## src/rtl/oled_pkg.sv

```systemverilog
// Shared constants and decoder state type for the OLED serial link receiver.
// Latency: n/a (declarations only).
// Backpressure: n/a.
package oled_pkg;

  // Command opcodes carried on the link with DnC = 0
  localparam logic [7:0] SET_X     = 8'h15;
  localparam logic [7:0] SET_Y     = 8'h75;
  localparam logic [7:0] SET_PIXEL = 8'h5C;

  // Panel geometry and the default highest legal addresses
  localparam int PICTURE_WIDTH  = 96;
  localparam int PICTURE_HEIGHT = 64;
  localparam int COLUMN_MAX     = PICTURE_WIDTH - 1;
  localparam int ROW_MAX        = PICTURE_HEIGHT - 1;

  // What the next data byte means to the command decoder
  typedef enum logic [2:0] {
    ST_IDLE,
    ST_COL_START,
    ST_COL_END,
    ST_ROW_START,
    ST_ROW_END,
    ST_PIX_HI,
    ST_PIX_LO
  } dec_state_t;

endpackage

```

## src/rtl/oled_spi_deserialiser.sv

```systemverilog
// Samples nCS/DnC/SDIN/SCLK on HCLK and reassembles MSB-first bytes.
// Latency: byte_valid one cycle after the HCLK edge that samples the 8th SCLK rise.
// Backpressure: none; a partial byte is dropped (and flagged) when nCS rises.
module oled_spi_deserialiser
  import oled_pkg::*;
(
  input  logic       HCLK,
  input  logic       HRESETn,
  input  logic       nCS,
  input  logic       DnC,
  input  logic       SDIN,
  input  logic       SCLK,
  input  logic       clear,
  output logic       byte_valid,
  output logic [7:0] byte_data,
  output logic       byte_dnc,
  output logic       frame_error
);

  logic       r_sclk_q;
  logic [6:0] r_shift;
  logic [2:0] r_bit_cnt;
  logic       w_rise;

  // SCLK shares HCLK's clock domain, so a registered copy is enough for edge detect
  assign w_rise = SCLK && !r_sclk_q && !nCS;

  // Shift in bits on each qualified rise; emit the byte on the 8th, drop partials on deselect
  always_ff @(posedge HCLK or negedge HRESETn) begin
    if (!HRESETn) begin
      r_sclk_q   <= 1'b0;
      r_shift    <= '0;
      r_bit_cnt  <= '0;
      byte_valid <= 1'b0;
      byte_data  <= '0;
      byte_dnc   <= 1'b0;
    end else begin
      r_sclk_q   <= SCLK;
      byte_valid <= 1'b0;
      if (nCS) begin
        r_bit_cnt <= '0;
      end else if (w_rise) begin
        r_shift <= {r_shift[5:0], SDIN};
        if (r_bit_cnt == 3'd7) begin
          byte_valid <= 1'b1;
          byte_data  <= {r_shift, SDIN};
          byte_dnc   <= DnC;
          r_bit_cnt  <= '0;
        end else begin
          r_bit_cnt <= r_bit_cnt + 3'd1;
        end
      end
    end
  end

  // Sticky flag: chip select released with a byte half received; clear takes priority
  always_ff @(posedge HCLK or negedge HRESETn) begin
    if (!HRESETn) begin
      frame_error <= 1'b0;
    end else if (clear) begin
      frame_error <= 1'b0;
    end else if (nCS && (r_bit_cnt != 3'd0)) begin
      frame_error <= 1'b1;
    end
  end

endmodule

```

## src/rtl/oled_spi_receiver.sv

```systemverilog
// Decodes SetX/SetY/SetPixel from the OLED link and emits one pulse per written pixel.
// Latency: window updates and pixel_valid one cycle after byte_valid.
// Backpressure: none; the link must not exceed one byte per 16 HCLK cycles.
module oled_spi_receiver
  import oled_pkg::*;
#(
  parameter int ColumnMax = COLUMN_MAX,
  parameter int RowMax    = ROW_MAX
) (
  input  logic        HCLK,
  input  logic        HRESETn,
  input  logic        nCS,
  input  logic        DnC,
  input  logic        SDIN,
  input  logic        SCLK,
  input  logic        clear,
  output logic        byte_valid,
  output logic [7:0]  byte_data,
  output logic        byte_dnc,
  output logic        pixel_valid,
  output logic [6:0]  pixel_x,
  output logic [5:0]  pixel_y,
  output logic [15:0] pixel_colour,
  output logic [6:0]  col_start,
  output logic [6:0]  col_end,
  output logic [5:0]  row_start,
  output logic [5:0]  row_end,
  output logic [15:0] pixel_count,
  output logic        frame_error,
  output logic        unknown_cmd
);

  localparam logic [7:0] COL_MAX_B = 8'(ColumnMax);
  localparam logic [7:0] ROW_MAX_B = 8'(RowMax);
  localparam logic [6:0] COL_MAX_X = 7'(ColumnMax);
  localparam logic [5:0] ROW_MAX_Y = 6'(RowMax);

  dec_state_t r_state;
  dec_state_t w_next_state;
  logic [6:0] r_x;
  logic [5:0] r_y;
  logic [7:0] r_pix_hi;
  logic [6:0] w_col_clamp;
  logic [5:0] w_row_clamp;
  logic [6:0] w_x_adv;
  logic [5:0] w_y_adv;
  logic       w_cmd_unknown;
  logic       w_pix_write;

  oled_spi_deserialiser u_deser (
    .HCLK        (HCLK),
    .HRESETn     (HRESETn),
    .nCS         (nCS),
    .DnC         (DnC),
    .SDIN        (SDIN),
    .SCLK        (SCLK),
    .clear       (clear),
    .byte_valid  (byte_valid),
    .byte_data   (byte_data),
    .byte_dnc    (byte_dnc),
    .frame_error (frame_error)
  );

  // Out-of-range addresses saturate at the panel edge
  assign w_col_clamp   = (byte_data > COL_MAX_B) ? COL_MAX_X : byte_data[6:0];
  assign w_row_clamp   = (byte_data > ROW_MAX_B) ? ROW_MAX_Y : byte_data[5:0];
  assign w_pix_write   = byte_valid && byte_dnc && (r_state == ST_PIX_LO);
  assign w_cmd_unknown = byte_valid && !byte_dnc && (byte_data != SET_X) &&
                         (byte_data != SET_Y) && (byte_data != SET_PIXEL);

  // Raster pointer advance; inverted windows still wrap at the panel edge
  always_comb begin
    w_x_adv = r_x;
    w_y_adv = r_y;
    if (r_x == col_end) begin
      w_x_adv = col_start;
      if (r_y == row_end)        w_y_adv = row_start;
      else if (r_y == ROW_MAX_Y) w_y_adv = '0;
      else                       w_y_adv = r_y + 6'd1;
    end else if (r_x == COL_MAX_X) begin
      w_x_adv = '0;
    end else begin
      w_x_adv = r_x + 7'd1;
    end
  end

  // Decoder state register
  always_ff @(posedge HCLK or negedge HRESETn) begin
    if (!HRESETn) r_state <= ST_IDLE;
    else          r_state <= w_next_state;
  end

  // Next state: commands restart decoding from any state, data bytes step argument parsing
  always_comb begin
    w_next_state = r_state;
    if (byte_valid) begin
      if (!byte_dnc) begin
        case (byte_data)
          SET_X:     w_next_state = ST_COL_START;
          SET_Y:     w_next_state = ST_ROW_START;
          SET_PIXEL: w_next_state = ST_PIX_HI;
          default:   w_next_state = ST_IDLE;
        endcase
      end else begin
        case (r_state)
          ST_COL_START: w_next_state = ST_COL_END;
          ST_COL_END:   w_next_state = ST_IDLE;
          ST_ROW_START: w_next_state = ST_ROW_END;
          ST_ROW_END:   w_next_state = ST_IDLE;
          ST_PIX_HI:    w_next_state = ST_PIX_LO;
          ST_PIX_LO:    w_next_state = ST_PIX_HI;
          default:      w_next_state = ST_IDLE;
        endcase
      end
    end
  end

  // Window, pointer and pixel output updates driven by data bytes
  always_ff @(posedge HCLK or negedge HRESETn) begin
    if (!HRESETn) begin
      col_start    <= '0;
      col_end      <= COL_MAX_X;
      row_start    <= '0;
      row_end      <= ROW_MAX_Y;
      r_x          <= '0;
      r_y          <= '0;
      r_pix_hi     <= '0;
      pixel_valid  <= 1'b0;
      pixel_x      <= '0;
      pixel_y      <= '0;
      pixel_colour <= '0;
    end else begin
      pixel_valid <= 1'b0;
      if (byte_valid && byte_dnc) begin
        case (r_state)
          ST_COL_START: col_start <= w_col_clamp;
          ST_COL_END: begin
            col_end <= w_col_clamp;
            r_x     <= col_start;
          end
          ST_ROW_START: row_start <= w_row_clamp;
          ST_ROW_END: begin
            row_end <= w_row_clamp;
            r_y     <= row_start;
          end
          ST_PIX_HI: r_pix_hi <= byte_data;
          ST_PIX_LO: begin
            pixel_valid  <= 1'b1;
            pixel_x      <= r_x;
            pixel_y      <= r_y;
            pixel_colour <= {r_pix_hi, byte_data};
            r_x          <= w_x_adv;
            r_y          <= w_y_adv;
          end
          default: ;
        endcase
      end
    end
  end

  // Pixel counter and unknown-command flag; clear beats a same-cycle update
  always_ff @(posedge HCLK or negedge HRESETn) begin
    if (!HRESETn) begin
      pixel_count <= '0;
      unknown_cmd <= 1'b0;
    end else if (clear) begin
      pixel_count <= '0;
      unknown_cmd <= 1'b0;
    end else begin
      if (w_pix_write)   pixel_count <= pixel_count + 16'd1;
      if (w_cmd_unknown) unknown_cmd <= 1'b1;
    end
  end

endmodule

```

## config.mk

```make
export PLATFORM = sky130hd
export DESIGN_NAME = oled_spi_receiver
export DESIGN_NICKNAME = d
export VERILOG_FILES = /design/src/rtl/oled_pkg.sv /design/src/rtl/oled_spi_deserialiser.sv /design/src/rtl/oled_spi_receiver.sv
export SDC_FILE = /design/constraint.sdc
export NUM_CORES = 1
export LEC_CHECK = 0
export CAP_MARGIN = 20
export CORE_MARGIN = 5
export CORE_UTILIZATION = 28
export DETAILED_ROUTE_END_ITERATION = 10
export SYNTH_ARGS = -nofsm -noshare
export SYNTH_HDL_FRONTEND = slang
export SYNTH_SLANG_ARGS = --single-unit
export TNS_END_PERCENT = 10
```

## constraint.sdc

```tcl
create_clock -name HCLK -period 4.2 [get_ports HCLK]
set_input_delay 1.05 -clock HCLK [delete_from_list [all_inputs] [get_ports HCLK]]
set_output_delay 1.05 -clock HCLK [all_outputs]
set_load 0.02 [all_outputs]
```

==> flow_summary.ini <==
[logic_synthesis]
synthArstFlopShare = 1.00
syn-instance-count = 474
synthSimpleGateAreaFrac = 0.130
synth_edf_count = 0
synth-compound-area-share = 0.0870
synth_mux_area_frac = 0.142
synth_top_family_by_area = multiplexers
synth_cell_type_count = 56
synth_xor_xnor_area_share = 0.0406
synth_top_area_cell = dfrtp_1
synth_ff_type = dfrtp_1
synth_top_area_share = 0.496
postSynthAreaPerCell_um2 = 11.4
ys_seq_area_frac = 0.555
synthesis.area_mm2 = 0.00539
yosys_warnings = 0
synth_adder_area_share = 0.0139
synthTopCellsByArea = dfrtp_1, mux2_2, dfstp_2, nor2_1, a21oi_1
synth_nets = 487
postSynthRegisterBits = 119

[routing]
first_iter_violations = 177
finalWirelength_mm = 14.0
dr.pass1.iters = 4
viasPerCell = 4.67
vias = 3922
wl_per_cell_um = 16.6
drc = 0
drtAntennaViolNets = 0

[finish]
layout.cells.non_filler = 839
final_area_mm2 = 0.00725
diodes = 0
drive_gt1_frac = 0.211
utilization = 0.385
fin_nets = 579
area_growth_pct = 34.5

[clock_network]
clock-sinks = 119
cts_setup_buffers = 0
cts.htree.levels = 4
clk_latency_ps = 410
post_cts_resized = 0
cts_made_buffers = 17
cts_root_buffer = clkbuf_16
cts_tree = done
ctsHoldBuffers = 0
cts.path.max_buffers = 2
path_clk_slew_ps = 50

[global_routing]
grt_usage = 0.130
grt_pass1_wl_mm = 22.5
antenna_found_initial = 0
grt-ovfl-total = 0
grt_pass1_vias = 4099
grt_max_degree = 86

[placement]
io_buffers = 90
gp_routability_congestion = 0.772
post-place-ws_ps = 981
place_area_mm2 = 0.00654
placed_cells = 803
place_hpwl_mm = 9.66

[power_and_ir_drop]
leakagePower_nw = 3.10
max-vdd-ir-drop_mv = 0.292
power.density_mw_per_mm2 = 397
power_mw = 2.88

[sta]
max_slew_margin = 0.454
fin_ws_ps = 1400
period_minus_slack_ps = 2800
worstMarginPinSlew_ps = 816
fin_crit_sh = 0.666
final_max_slew_viol_count = 0
rsz0062_at_grt = no
fmax_mhz = 357
setup_tns_ps = 0
finalHoldViolCount = 0
setup_violations = 0
whs_ps = 501
fin_skew_ps = 5.46

[floorplan]
die_area_mm2 = 0.0221
core_mm2 = 0.0188
num_io_pins = 91
start_util = 0.286
die_h_um = 149
die_x_um = 149
rows = 50

[setup_path]
critPathBufInv = 1
cp_slowest_cell = clkdlybuf4s50_1
cp_slowest_stage_delay_ps = 720
cp-end-kind = output pin
path_class = flop to output pin
critPathTopFamily = buffers and inverters
crit_chain = clkdlybuf4s50_1
worst_setup_path_start_kind = flop
arrival_ps = 1750
path_max_fanout = 12
required_ps = 3150

[outcome]
status = finished clean

[job]
cap_violations = 0

[hold_path]
min_path_type = flop to flop
==> cell usage in the layout, fill, tap and decap left out, drive strengths merged, types with 2 or more instances in the layout <==
cell type	synthesis	final
dfrtp	107	107
clkdlybuf4s50	0	89
mux2	59	59
nor2	57	57
a21oi	34	34
nand2	26	26
clkbuf	13	23
o21ai	19	19
inv	15	15
xor2	15	15
dfstp	12	12
nand3	12	12
xnor2	10	10
mux2i	10	10
buf	12	9
nor3	8	8
ha	6	6
or3	5	5
nand4	5	5
bufinv	0	5
nand2b	5	5
nor4	5	5
clkinv	0	4
a31oi	4	4
and3	3	3
or2	2	2
and2b	2	2
o22a	2	2
o22ai	2	2
a211oi	2	2
a2bb2oi	2	2
o31ai	2	2
a41oi	2	2
==> cells in the mapped netlist, types with 3 or more instances <==
library cell / instances
xnor2_1: 10
xor2_1: 15
mux2i_1: 10
nand2b_1: 4
nand3_1: 11
mux2_2: 59
ha_1: 6
nand4_1: 5
dfrtp_1: 107
and3_1: 3
or3_1: 5
buf_2: 10
dfstp_2: 12
inv_1: 15
nor4_1: 3
o21ai_0: 19
a31oi_1: 3
nor2_1: 56
clkbuf_1: 12
a21oi_1: 34
nand2_1: 26
nor3_1: 6
==> path summary, 6_finish.rpt <==
check / slack, ps / depth (start not counted) / start / to
hold / removal: 500 / 1 / r_pix_hi[1] / r_pix_hi[1]
hold reg to reg: 500 / 1 / r_pix_hi[1] / r_pix_hi[1]
min in group asynchronous: 510 / 1 / HRESETn / pixel_x[2]
setup / recovery: 1400 / 1 / u_deser.byte_data[5] / byte_data[5]
setup reg to reg: 1960 / 5 / r_x[2] / r_y[0]
max in group asynchronous: 2770 / 3 / HRESETn / u_deser.r_bit_cnt[2]
==> per-layer routing <==
| metal | global-route usage | vias up | routed length, µm |
|---|---|---|---|
| met4 | 0.0444 | 0 | 260 |
| met1 | 0.166 | 1960 | 6220 |
| met3 | 0.0419 | 19 | 771 |
| li1 | - | 1850 | - |
| met2 | 0.209 | 93 | 6700 |
| met5 | 0 | - | 0 |
==> final cells by class <==
class,count,area (µm²)
clock buffer,23,478
clock inverter,9,170
timing repair buffer,98,993
sequential,119,2990
inverter,15,56.3
tap,260,325
fill,1826,11600
multi-input combinational,315,2240
==> logic make-up after synthesis <==
family,Yosys count
buf+inv,40
simple gates,139
flops,119
mux,69
xor+xnor,25
compound gates,76
fa+ha+maj,6
==> power breakdown <==
part / leakage, nW / total, mW / switching (mW) / internal (mW)
sequential: 1.60 / 1.20 / 0.0256 / 1.18
combinational: 1.18 / 0.0739 / 0.0397 / 0.0342
clock: 0.321 / 1.60 / 0.507 / 1.10
==> flip-flops by register name, indices dropped and copies added (netlist names) <==
name,cells
pixel_colour,16
pixel_count,16
r_pix_hi,8
u_deser.byte_data,8
col_end,7
col_start,7
pixel_x,7
r_x,7
u_deser.r_shift,7
pixel_y,6
r_y,6
row_end,6
row_start,6
r_state,3
u_deser.r_bit_cnt,3
pixel_valid,1
u_deser.byte_dnc,1
u_deser.byte_valid,1
u_deser.frame_error,1
u_deser.r_sclk_q,1
unknown_cmd,1
(Power assumes the default switching activity.)
